## src/rtl/freq_window_counter.sv

```systemverilog
// Counts edge pulses per GATE_CYCLES window, publishes two BCD digits with a valid strobe; FREQ_WINDOW_OVERFLOW_EN adds an overflow flag.
// Latency: digits appear tens+3 cycles after the window's last cycle; no backpressure, edges are dropped while busy.
module freq_window_counter #(
  parameter int GATE_CYCLES = 1200,
  parameter int CNT_W       = 16
) (
  input  logic       clk,
  input  logic       reset,
  input  logic       edge_pulse,
  output logic [3:0] digit_tens,
  output logic [3:0] digit_units,
  output logic       data_valid,
  output logic       busy
`ifdef FREQ_WINDOW_OVERFLOW_EN
  ,
  output logic       overflow
`endif
);

  localparam int WIN_W = (GATE_CYCLES > 1) ? $clog2(GATE_CYCLES) : 1;
  localparam logic [WIN_W-1:0] WIN_LAST = WIN_W'(GATE_CYCLES - 1);
  localparam logic [CNT_W-1:0] CNT_MAX  = '1;

  localparam logic [1:0] S_COUNT = 2'd0;
  localparam logic [1:0] S_TENS  = 2'd1;
  localparam logic [1:0] S_UNITS = 2'd2;

  logic [1:0]       state_q, state_d;
  logic [WIN_W-1:0] win_q, win_d;
  logic [CNT_W-1:0] edge_q, edge_d;
  logic [6:0]       val_q, val_d;
  logic [3:0]       tens_q, tens_d;
  logic [3:0]       dig_tens_q, dig_tens_d;
  logic [3:0]       dig_units_q, dig_units_d;
  logic             vld_q, vld_d;
  logic             busy_q, busy_d;
  logic             ovf_pend_q, ovf_pend_d;

  logic [CNT_W-1:0] edge_nxt;
  logic [31:0]      edge_ext;
  logic [6:0]       val_win;

  // This cycle's pulse is included, so the final window cycle is counted too.
  assign edge_nxt = (edge_pulse && (edge_q != CNT_MAX)) ? edge_q + CNT_W'(1) : edge_q;
  assign edge_ext = 32'(edge_nxt);
  assign val_win  = (edge_ext > 32'd99) ? 7'd99 : edge_ext[6:0];

`ifdef FREQ_WINDOW_OVERFLOW_EN
  logic ovf_q, ovf_d;
`endif

  always_comb begin
    state_d     = state_q;
    win_d       = win_q;
    edge_d      = edge_q;
    val_d       = val_q;
    tens_d      = tens_q;
    dig_tens_d  = dig_tens_q;
    dig_units_d = dig_units_q;
    vld_d       = 1'b0;
    busy_d      = busy_q;
    ovf_pend_d  = ovf_pend_q;
`ifdef FREQ_WINDOW_OVERFLOW_EN
    ovf_d       = ovf_q;
`endif
    case (state_q)
      S_COUNT: begin
        win_d  = win_q + WIN_W'(1);
        edge_d = edge_nxt;
        if (win_q == WIN_LAST) begin
          state_d    = S_TENS;
          busy_d     = 1'b1;
          win_d      = '0;
          val_d      = val_win;
          tens_d     = 4'd0;
          ovf_pend_d = (edge_ext > 32'd99);
        end
      end
      S_TENS: begin
        if (val_q >= 7'd10) begin
          val_d  = val_q - 7'd10;
          tens_d = tens_q + 4'd1;
        end else begin
          state_d = S_UNITS;
        end
      end
      S_UNITS: begin
        dig_tens_d  = tens_q;
        dig_units_d = val_q[3:0];
        vld_d       = 1'b1;
        busy_d      = 1'b0;
        state_d     = S_COUNT;
        win_d       = '0;
        edge_d      = '0;
`ifdef FREQ_WINDOW_OVERFLOW_EN
        ovf_d       = ovf_pend_q;
`endif
      end
      default: begin
        state_d = S_COUNT;
        busy_d  = 1'b0;
        win_d   = '0;
        edge_d  = '0;
      end
    endcase
  end

  always_ff @(posedge clk) begin
    if (reset) begin
      state_q     <= S_COUNT;
      win_q       <= '0;
      edge_q      <= '0;
      val_q       <= '0;
      tens_q      <= '0;
      dig_tens_q  <= '0;
      dig_units_q <= '0;
      vld_q       <= 1'b0;
      busy_q      <= 1'b0;
      ovf_pend_q  <= 1'b0;
`ifdef FREQ_WINDOW_OVERFLOW_EN
      ovf_q       <= 1'b0;
`endif
    end else begin
      state_q     <= state_d;
      win_q       <= win_d;
      edge_q      <= edge_d;
      val_q       <= val_d;
      tens_q      <= tens_d;
      dig_tens_q  <= dig_tens_d;
      dig_units_q <= dig_units_d;
      vld_q       <= vld_d;
      busy_q      <= busy_d;
      ovf_pend_q  <= ovf_pend_d;
`ifdef FREQ_WINDOW_OVERFLOW_EN
      ovf_q       <= ovf_d;
`endif
    end
  end

  assign digit_tens  = dig_tens_q;
  assign digit_units = dig_units_q;
  assign data_valid  = vld_q;
  assign busy        = busy_q;
`ifdef FREQ_WINDOW_OVERFLOW_EN
  assign overflow    = ovf_q;
`endif

endmodule

```

## config.mk

```make
export PLATFORM = sky130hd
export DESIGN_NAME = freq_window_counter
export DESIGN_NICKNAME = d
export VERILOG_FILES = /design/src/rtl/freq_window_counter.sv
export SDC_FILE = /design/constraint.sdc
export NUM_CORES = 1
export LEC_CHECK = 0
export ABC_AREA = 0
export CAP_MARGIN = 20
export CORE_AREA = 2 2 85 87
export CTS_CLUSTER_DIAMETER = 80
export CTS_CLUSTER_SIZE = 40
export DETAILED_ROUTE_END_ITERATION = 8
export DIE_AREA = 0 0 87 89
export GPL_TIMING_DRIVEN = 1
export SETUP_SLACK_MARGIN = 0.1
export SLEW_MARGIN = 30
export SYNTH_ARGS = -nofsm -noshare
export SYNTH_HDL_FRONTEND = slang
export SYNTH_SLANG_ARGS = --single-unit
```

## constraint.sdc

```tcl
create_clock -name clk -period 5.6 [get_ports clk]
set_clock_uncertainty 0.2 [all_clocks]
set_input_delay 1.12 -clock clk [delete_from_list [all_inputs] [get_ports clk]]
set_output_delay 1.12 -clock clk [all_outputs]
set_load 0.01 [all_outputs]
```

==> flow_summary.yaml, run 1 <==
pwr:
  vdd_drop_max_mv: 0.0871
  power_w: 0.000597
  p_per_area_nw_per_um2: 207
  p_leak_nw: 1.04
global_routing:
  track_usage_pct: 14.8
  antenna_found_initial: 0
  grt-ovfl-total: 0
  grt_max_degree: 28
  grt_first_pass_wirelength_um: 9290
  grt_pass1_vias: 2055
drt:
  firstDrtPassIters: 4
  drt_iter0_drc: 117
  vias: 2230
  drt_wl_total_um: 5360
  vias_per_cell: 5.48
  drt.antenna.violating_nets: 0
  wl_per_cell_um: 13.2
  drc: 0
synthesis:
  synthTopCellsByArea: "dfxtp_1, nor2_1, xor2_1"
  yosysTopAreaCellShare_pct: 37.8
  async_flop_share_pct: 0
  synth_warnings: 0
  ys_types: 49
  synth-edff-count: 0
  synth_seq_area_share_pct: 37.8
  syn_inst: 323
  ys_ff_latch: 50
  synth_ff_type: "dfxtp_1"
  synth_top_area_cell: "dfxtp_1"
  syn_area_per_cell_um2: 8.19
  syn_area_um2: 2650
  syn_nets: 330
clock_tree:
  cts-root-buf: "clkbuf_8"
  cts-resized-gates: 0
  clk_pin_slew_ns: 0.10
  cts_buffers: 5
  hold_buffers: 0
  cts_setup_buffers: 0
  clk_latency_ns: 0.30
  cts_tree: "done"
  cts_max_level: 2
  clock_sinks: 50
  cts_buffer_depth: 2
finish:
  antenna_cells: 0
  drive_above_1_share_pct: 5.81
  regArea_um2: 1000
  multi_input_area_um2: 1540
  syn2layout_area_growth_pct: 9.08
  final_nets: 333
  n_fill_cell: 667
  layout_common_cells: "nor2_1, dfxtp_1, nand2_1"
sta:
  tns_ns: 0
  slew_violations: 0
  post-route-period-util_pct: 62.2
  hold_violations: 0
  worst_pin_slew_ns: 0.745
  max_freq_mhz: 287
  slew_headroom_pct: 50.1
  setup_violations: 0
  period_needed_ns: 3.48
  fin_hold_ws_ns: 0.260
  rsz0062_at_grt: "false"
min_path:
  hp-class: "reg -> reg"
  hp-start: "digit_units[3]"
  hold_depth: 2
setup_path:
  crit_start: "edge_pulse"
  critPathCaptureType: "flip-flop"
  crit_type: "in -> reg"
  arrival_ns: 3.48
  r2r-start: "edge_q[0]"
  required_ns: 5.59
  worstRegToRegCells: 8
  start_kind: "input port"
  cp_max_fo: 7
placed_design:
  gp_congestion: 0.826
  dp_hpwl_um: 3760
  io_buffers: 12
flow_run:
  max_cap_violations: 0
floorplan:
  fp-row-count: 30
  chipWidth_um: 87
  fp.dieArea_um2: 7740
  core_area_um2: 6720
  io_pins: 13
  initial_core_util_pct: 39.4
  die_h_um: 89
run_status:
  status: "completed"
[synthesized netlist by cell type, drive strengths merged (5+ instances only)]
library cell,number
buf,9
a21oi,23
nand4,12
nor2,50
inv,8
xnor2,10
and3,5
o21ai,13
nand2,36
nand3,12
clkbuf,8
a211oi,5
nor4,5
xor2,19
dfxtp,50
nor3,10
[path summary, 6_finish.rpt]
path	to	slack (ns)
setup / recovery	val_q[5]	2.12
hold / removal	digit_units[3]	0.26
hold reg to reg	digit_units[3]	0.26
setup reg to reg	val_q[5]	2.46
[where the power goes]
group | internal, W | leakage [nW] | total (W) | switching [W]
sequential | 0.000359 | 0.404 | 0.000363 | 0.00000411
combinational | 0.00000870 | 0.594 | 0.0000231 | 0.0000144
clock | 0.0000880 | 0.0441 | 0.000211 | 0.000123
total | 0.000455 | 1.04 | 0.000597 | 0.000142
[state kept, by name, summed over array words and instances (netlist names)]
name         flops
edge_q          16
win_q           11
val_q            7
digit_tens       4
digit_units      4
tens_q           4
state_q          2
busy             1
data_valid       1
[logic make-up (layout without fill, tap and decap cells)]
group	count (synthesis)	after routing	share of synthesized area (%)
fa+ha+maj	4	4	1.89
mux	4	4	1.56
buf+inv	25	29	4.07
flops	50	50	37.8
xor+xnor	29	29	9.60
simple gates	151	151	30.0
compound gates	60	60	15.0
[per-layer routing]
metal  vias up  wire length, µm  global-route usage [%]
met5         -                0                       0
met4         0               55                    4.26
met3         4              138                    2.77
met2        31             2370                    23.6
met1      1042             2800                    20.4
li1       1153                -                       -
[metrics by stage]
stage	setup slack (ns)	instances	utilization [%]	instance area, µm²
2_1_floorplan	2.77	323	-	2650
3_3_place_gp	1.92	399	41.6	2800
3_5_place_dp	1.86	399	41.6	2800
4_1_cts	2.18	407	43.0	2890
5_1_grt	1.97	407	43.0	2890
6_report	2.12	407	43.0	2890
[final cells by class]
cell class / count / area share [%]
Multi-Input combinational cell: 248 / 53.3
Timing Repair Buffer: 13 / 4.42
Clock inverter: 3 / 0.737
Sequential cell: 50 / 34.7
Tap cell: 80 / 3.47
Inverter: 8 / 1.04
Clock buffer: 5 / 2.38
[critical path, cell delays in order]
cell             delay [ns]
clkdlybuf4s50_1        0.59
nand4_1                0.21
nor2_1                 0.17
mux2i_1                0.35
a211oi_1               0.14
nor4_4                 0.49
nand4_1                0.16
a32o_1                 0.24
Power figures use the tool's default switching activity.
==> run 2: changes to the inputs <==
- clock period: 5.6 -> 3.3 ns (I/O delays scaled with it)
==> flow_summary.yaml, run 2 (synthesis gave the netlist of run 1 again) <==
finish:
  multi_input_area_um2: 1540
  layout_common_cells: "nor2_1, dfxtp_1, nand2_1"
  syn2layout_area_growth_pct: 9.69
  largestRegisters: "edge_q x16, win_q x11, val_q x7"
  n_fill_cell: 680
  fin_area_um2: 2900
  regArea_um2: 1000
  top_register: "edge_q"
  drive_above_1_share_pct: 6.38
  final_nets: 336
  antenna_cells: 0
  largest_register_ff_count: 16
  stdcell_count: 409
placed_design:
  gp_congestion: 0.797
  dp.cells: 402
  io_buffers: 12
  place_area_um2: 2820
  dp_hpwl_um: 3970
min_path:
  hold_depth: 2
  hp-class: "reg -> reg"
  holdPathEnd: "digit_units[2]"
  hp-start: "digit_units[2]"
floorplan:
  core_area_um2: 6720
  chipWidth_um: 87
  io_pins: 13
  fp-row-count: 30
  fp.dieArea_um2: 7740
  die_h_um: 89
  initial_core_util_pct: 39.4
sta:
  hold_violations: 0
  max_freq_mhz: 340
  slew_violations: 0
  tns_ns: 0
  slew_headroom_pct: 57.5
  post-route-period-util_pct: 89.2
  worst_pin_slew_ns: 0.637
  period_needed_ns: 2.95
  setup_violations: 0
  rsz0062_at_grt: "false"
pwr:
  vdd_drop_max_mv: 0.152
  p_leak_nw: 1.05
  p_per_area_nw_per_um2: 344
clock_tree:
  clk_latency_ns: 0.30
  cts_tree: "done"
  clock_sinks: 50
  hold_buffers: 0
  cts_buffers: 5
  cts-root-buf: "clkbuf_8"
  cts_setup_buffers: 0
  cts_max_level: 2
  clk_pin_slew_ns: 0.09
  cts_buffer_depth: 2
  cts-resized-gates: 0
setup_path:
  r2r_slack_ns: 0.35
  critPathCaptureType: "flip-flop"
  worstRegToRegCells: 8
  required_ns: 3.30
  reg2reg_to: "val_q[5]"
  crit_type: "reg -> reg"
  arrival_ns: 2.94
  r2r-start: "edge_q[0]"
  start_kind: "flip-flop"
  cp_max_fo: 9
global_routing:
  grt_max_degree: 27
  antenna_found_initial: 0
  grt_first_pass_wirelength_um: 9570
  grt_pass1_vias: 2076
  grt-ovfl-total: 0
  track_usage_pct: 15.4
drt:
  vias_per_cell: 5.47
  drc: 0
  drt_wl_total_um: 5510
  vias: 2236
  firstDrtPassIters: 4
  wl_per_cell_um: 13.5
  drt.antenna.violating_nets: 0
  drt_iter0_drc: 169
run_status:
  status: "completed"
flow_run:
  max_cap_violations: 0
## run 2: cell count changes in the layout (fill, tap and decap cells not counted), sizes merged
cell	delta
buf	+3
clkinv	-2
clkinvlp	+1
## run 2: layer usage
layer	vias up	track usage, %	routed length (µm)	share of wire, %
met5	-	0	0	0
met4	0	6.39	106	1.9
met3	11	3.23	179	3.2
met2	30	24.5	2450	44
met1	1040	20.4	2770	50
li1	1155	-	-	-
## run 2: area by class of cell
cell class,count,share of cell area [%]
inverter,8,1.03
clock buffer,5,2.37
tap,80,3.45
sequential,50,34.5
clock inverter,2,0.517
multi-input combinational,248,53.0
timing repair buffer,16,5.17
## run 2: power breakdown
group          internal, W  switching, W
logic            0.0000156     0.0000251
registers         0.000609    0.00000661
clock network     0.000145      0.000198
total             0.000769      0.000229
## run 2: worst max-delay path, stage by stage (launching register included)
cell      delay, ns
dfxtp_1        0.43
ha_1           0.29
nand3_1        0.24
o41ai_4        0.47
or4_1          0.23
a211oi_1       0.12
nor4_4         0.49
nand4_1        0.15
a32o_1         0.21
## run 2: worst max path at each step
stage	end	from	depth (start not counted)	slack, ns
finish	val_q[5]	edge_q[0]	8	0.35
CTS	val_q[5]	edge_q[0]	8	0.35
floorplan	val_q[5]	edge_q[0]	9	0.83
detailed placement	val_q[5]	edge_pulse	8	0.08
global route	val_q[5]	edge_q[0]	8	0.11
global placement	val_q[5]	edge_pulse	8	0.12
## run 2: through the flow
stage	utilization, %	setup slack (ns)	hold WS, ns	total power (W)
2_1_floorplan	-	0.832	0.242	0.000657
3_3_place_gp	42.0	0.118	0.247	0.000670
3_5_place_dp	42.0	0.0778	0.251	0.000670
4_1_cts	43.2	0.351	0.264	0.00102
5_1_grt	43.2	0.114	0.274	0.00105
6_report	43.2	0.355	0.258	0.000999
